File: src/rtl/rect_fill.sv
// Rectangle-fill engine driving the frame-buffer write port.
// Walks a latched rectangle row-major, one pixel per accepted write.
module rect_fill #(
    parameter int XW = 8,
    parameter int YW = 6,
    parameter int CW = 3
) (
    input  logic          clk,
    input  logic          reset,
    input  logic          cmd_valid,
    output logic          cmd_ready,
    input  logic [XW-1:0] cmd_x0,
    input  logic [XW-1:0] cmd_x1,
    input  logic [YW-1:0] cmd_y0,
    input  logic [YW-1:0] cmd_y1,
    input  logic [CW-1:0] cmd_color,
    output logic          wr_en,
    input  logic          wr_ready,
    output logic [YW+XW-1:0] wr_addr,
    output logic [CW-1:0] wr_data,
    output logic          busy,
    output logic          done,
    output logic          err
);

    typedef enum logic [1:0] {
        IDLE,
        FILL,
        FIN
    } state_t;

    state_t        state;
    state_t        state_nx;
    logic [XW-1:0] x;
    logic [XW-1:0] x0;
    logic [XW-1:0] x1;
    logic [YW-1:0] y;
    logic [YW-1:0] y1;
    logic [CW-1:0] color;
    logic          err_q;

    logic accept;
    logic bad;
    logic step;
    logic last_x;
    logic last_y;

    assign accept = cmd_valid && (state == IDLE);
    assign bad    = (cmd_x0 > cmd_x1) || (cmd_y0 > cmd_y1);
    assign step   = (state == FILL) && wr_ready;
    assign last_x = (x == x1);
    assign last_y = (y == y1);

    always_ff @(posedge clk) begin
        if (!reset) state <= IDLE;
        else        state <= state_nx;
    end

    always_comb begin
        state_nx = state;
        unique case (state)
            IDLE: if (accept) state_nx = bad ? FIN : FILL;
            FILL: if (step && last_x && last_y) state_nx = FIN;
            FIN:  state_nx = IDLE;
            default: state_nx = IDLE;
        endcase
    end

    // The walk never passes x1/y1, so coordinates cannot wrap.
    always_ff @(posedge clk) begin
        if (!reset) begin
            x     <= '0;
            x0    <= '0;
            x1    <= '0;
            y     <= '0;
            y1    <= '0;
            color <= '0;
            err_q <= 1'b0;
        end else if (accept) begin
            x     <= cmd_x0;
            x0    <= cmd_x0;
            x1    <= cmd_x1;
            y     <= cmd_y0;
            y1    <= cmd_y1;
            color <= cmd_color;
            err_q <= bad;
        end else if (step) begin
            if (!last_x) begin
                x <= x + 1'b1;
            end else if (!last_y) begin
                x <= x0;
                y <= y + 1'b1;
            end
        end
    end

    assign wr_addr = {y, x};
    assign wr_data = color;

    always_comb begin
        cmd_ready = 1'b0;
        wr_en     = 1'b0;
        busy      = 1'b0;
        done      = 1'b0;
        err       = 1'b0;
        unique case (state)
            IDLE: cmd_ready = 1'b1;
            FILL: begin
                wr_en = 1'b1;
                busy  = 1'b1;
            end
            FIN: begin
                busy = 1'b1;
                done = 1'b1;
                err  = err_q;
            end
            default: ;
        endcase
    end

endmodule

File: config.mk
export PLATFORM = sky130hd
export DESIGN_NAME = rect_fill
export DESIGN_NICKNAME = d
export VERILOG_FILES = /design/src/rtl/rect_fill.sv
export SDC_FILE = /design/constraint.sdc
export NUM_CORES = 1
export LEC_CHECK = 0
export CAP_MARGIN = 20
export CORE_ASPECT_RATIO = 1.75
export CORE_MARGIN = 2
export CORE_UTILIZATION = 45
export CTS_BUF_LIST = sky130_fd_sc_hd__clkbuf_8
export CTS_CLUSTER_DIAMETER = 120
export CTS_CLUSTER_SIZE = 20
export DETAILED_ROUTE_END_ITERATION = 8
export GPL_TIMING_DRIVEN = 0
export PLACE_DENSITY = 0.73
export SYNTH_ARGS = -nofsm -noshare
export SYNTH_HDL_FRONTEND = slang
export SYNTH_SLANG_ARGS = --single-unit
File: constraint.sdc
create_clock -name clk -period 3.6 [get_ports clk]
set_clock_uncertainty 0.05 [all_clocks]
set_input_delay 1.08 -clock clk [delete_from_list [all_inputs] [get_ports clk]]
set_output_delay 1.08 -clock clk [all_outputs]
set_load 0.01 [all_outputs]
==> impl_metrics.yaml <==
finish:
  diodes: 0
  regArea_sq_um: 840.8
  fill_cells: 533
  layout-drive-gt1-share_pct: 7.979
  area_growth_pct: 28.79
  multi_input_comb_area_sq_um: 1570
  layout.nets: 429
  finish.utilization_pct: 59.51
placed_design:
  place_congestion: 0.8792
  portBuffers: 55
  dp_hpwl_mm: 5.452
  pre_cts_ws_ns: 0.1253
clock_tree:
  clock_path_buffers: 2
  insertion_delay_ns: 0.30
  clkTransAtPathRegs_ns: 0.08
  cts_root_buf: "clkbuf_8"
  ctsResizeCount: 0
  cts_max_level: 2
  cts_tree: "built"
  cts_hold_buf: 0
  numCtsBuffers: 5
  cts_setup_buffers: 0
  clock_sink_count: 42
global_route:
  grt_pass1_wl_mm: 11.61
  antenna_found_initial: 0
  grt_pass1_vias: 2458
  grt_usage_pct: 24.03
  grt_max_degree: 13
  overflow: 0
detailed_routing:
  drc: 0
  drt_wl_total_mm: 7.060
  vias: 2461
  post_drt_wl_per_cell_um: 15.62
  vias_per_cell: 5.445
  ant_nets: 0
  drt_first_pass_iters: 4
  first_iter_violations: 107
run_status:
  status: "finished, final reports clean"
floorplanning:
  die_area_sq_um: 6332
  core_sq_um: 5540
  die_x_um: 61.02
  initial_core_util_pct: 46.21
  die_height_um: 103.8
  ios: 57
  row_count: 36
worst_hold_path:
  hold_path.class: "flip-flop to flip-flop"
  hold_start: "wr_data[1]$_SDFFE_PN0P_"
synthesis:
  synth_flop_cell: "dfxtp_1"
  synth_top_cells_by_area: "dfxtp_1 (33%), nand2_1 (9.4%), ha_1 (9.3%), a21oi_1 (6.8%), inv_1 (3.5%)"
  syn-cell-area_sq_um: 2560
  ys_seq_area_share_pct: 32.84
  yosysTopAreaCellShare_pct: 32.84
  synth.net_count: 367
  ys_seq_elements: 42
  synth_area_per_cell_sq_um: 8.179
  yosys.cell_types.count: 53
  async_reset_ff_share_pct: 0
  synth_cells: 313
  synth_warnings: 0
  synth_edf_count: 0
  synth_top_area_cell: "dfxtp_1"
sta:
  setup_viol: 0
  fmax_ghz: 0.3165
  period_minus_slack_ns: 3.160
  grt_setup_unrepaired: "false"
  final-hold-violation-count: 0
  finalCritPeriodShare_pct: 87.78
  relSlewSlack_pct: 53.04
  setup_tns_ns: 0
  slew_violations: 0
  setup_slack_ns: 0.4401
  max_slew.worst_pin.slew_ns: 0.7044
worst_setup_path:
  crit_path_start_kind: "input port"
  startpoint: "cmd_y1[4]"
  required_ns: 3.79
  critPathArrivalTime_ns: 3.35
  rr_startpoint: "x[7]$_SDFFE_PN0P_"
  critPathCaptureType: "flip-flop"
  cp_max_fo: 3
  crit_type: "input port to flip-flop"
power_and_ir_drop:
  power_leakage_nw: 1.253
  p_per_area_nw_per_um2: 452.9
  ir_drop_v: 0.0002388
flow_run:
  max-cap-violations: 0
==> cells in the mapped netlist, drive strengths merged (2+ instances only) <==
library cell and number:
o311ai 3, a41o 2, ha 19, nand2 64
xnor2 11, nor3 6, nand4 6, clkbuf 7
xor2 7, buf 7, a311oi 7, a21oi 35
and4 2, and3 2, dfxtp 42, or3 2
nor2 10, o22ai 2, inv 25, a211oi 3
o21ai 14, o211ai 3, a31oi 3, nand3 6
mux2 3, and2 2
==> critical path, stage by stage <==
cell and delay [ns]:
clkdlybuf4s50_1 0.48, inv_1 0.05, ha_1 0.31, a21oi_1 0.17
a21boi_0 0.11, o32a_1 0.34, a211oi_1 0.56, a32o_1 0.27
==> placed cells by master (no fill, tap or decap), types with 4 or more instances in the layout <==
cell,Yosys,final
nand4_1,4,4
inv_1,24,25
clkbuf_8,0,6
buf_1,5,5
xnor2_1,7,7
clkdlybuf4s50_1,0,55
nand2_1,64,64
nor3_1,6,6
o21ai_0,14,14
clkbuf_1,7,7
nand3_1,6,6
a311oi_1,7,7
xnor2_2,4,4
ha_1,19,19
dfxtp_1,42,42
a21oi_1,35,35
nor2_1,10,10
xor2_1,6,6
==> state kept, by name, indices dropped and copies added (netlist names) <==
register and cells:
y1 6, state 2, y 6, x 8, x0 8, err_q 1
wr_data 3, x1 8
==> report_power, final <==
part / leakage [nW] / switching [mW] / internal [mW]
clock: 0.0524 / 0.170 / 0.152
combinational: 0.855 / 0.316 / 0.267
sequential: 0.346 / 0.0661 / 0.522
total: 1.25 / 0.552 / 0.941
==> cell type report <==
type / count / share of cell area [%]
multi-input cells: 232 / 47.63
repair buffers: 55 / 16.70
inverters: 25 / 2.846
plain buffers: 14 / 1.670
clock buffers: 6 / 2.505
well taps: 76 / 2.884
flip-flops and latches: 42 / 25.50
clock inverters: 2 / 0.2657
==> worst paths after layout <==
path         cells past startpoint  slack, ns                      end
max                              8       0.44    state[0]$_SDFFE_PN0P_
min                              2       0.41  wr_data[1]$_SDFFE_PN0P_
max reg2reg                      6       1.31        x[4]$_SDFFE_PN0P_
min reg2reg                      2       0.41  wr_data[1]$_SDFFE_PN0P_
==> layer usage <==
metal / wire (um) / GRT usage [%] / vias to the layer above / share of wire, %
li1: - / - / 1229 / -
met1: 2662 / 26.09 / 1144 / 38
met2: 3848 / 42.93 / 66 / 55
met3: 267 / 2.996 / 22 / 3.8
met4: 282 / 11.80 / 0 / 4.0
met5: 0 / 0 / - / 0
==> cell families after synthesis <==
group / after synthesis / synth area share [%]
flops: 42 / 32.84
xor+xnor: 18 / 7.625
simple gates: 108 / 20.43
mux: 4 / 1.711
compound gates: 83 / 22.29
fa+ha+maj: 19 / 9.286
buf+inv: 39 / 5.817
==> per-stage QoR <==
step	hold WS, ns	std cells	cell area, sq um	total power, mW
finish	0.4061	452	3297	1.493
global placement	0.3916	444	3206	1.171
floorplan	0.3834	313	2560	0.9591
CTS	0.4089	452	3297	1.495
global route	0.4305	452	3297	1.584
detailed placement	0.3980	444	3206	1.180
Power figures use the tool's default switching activity.
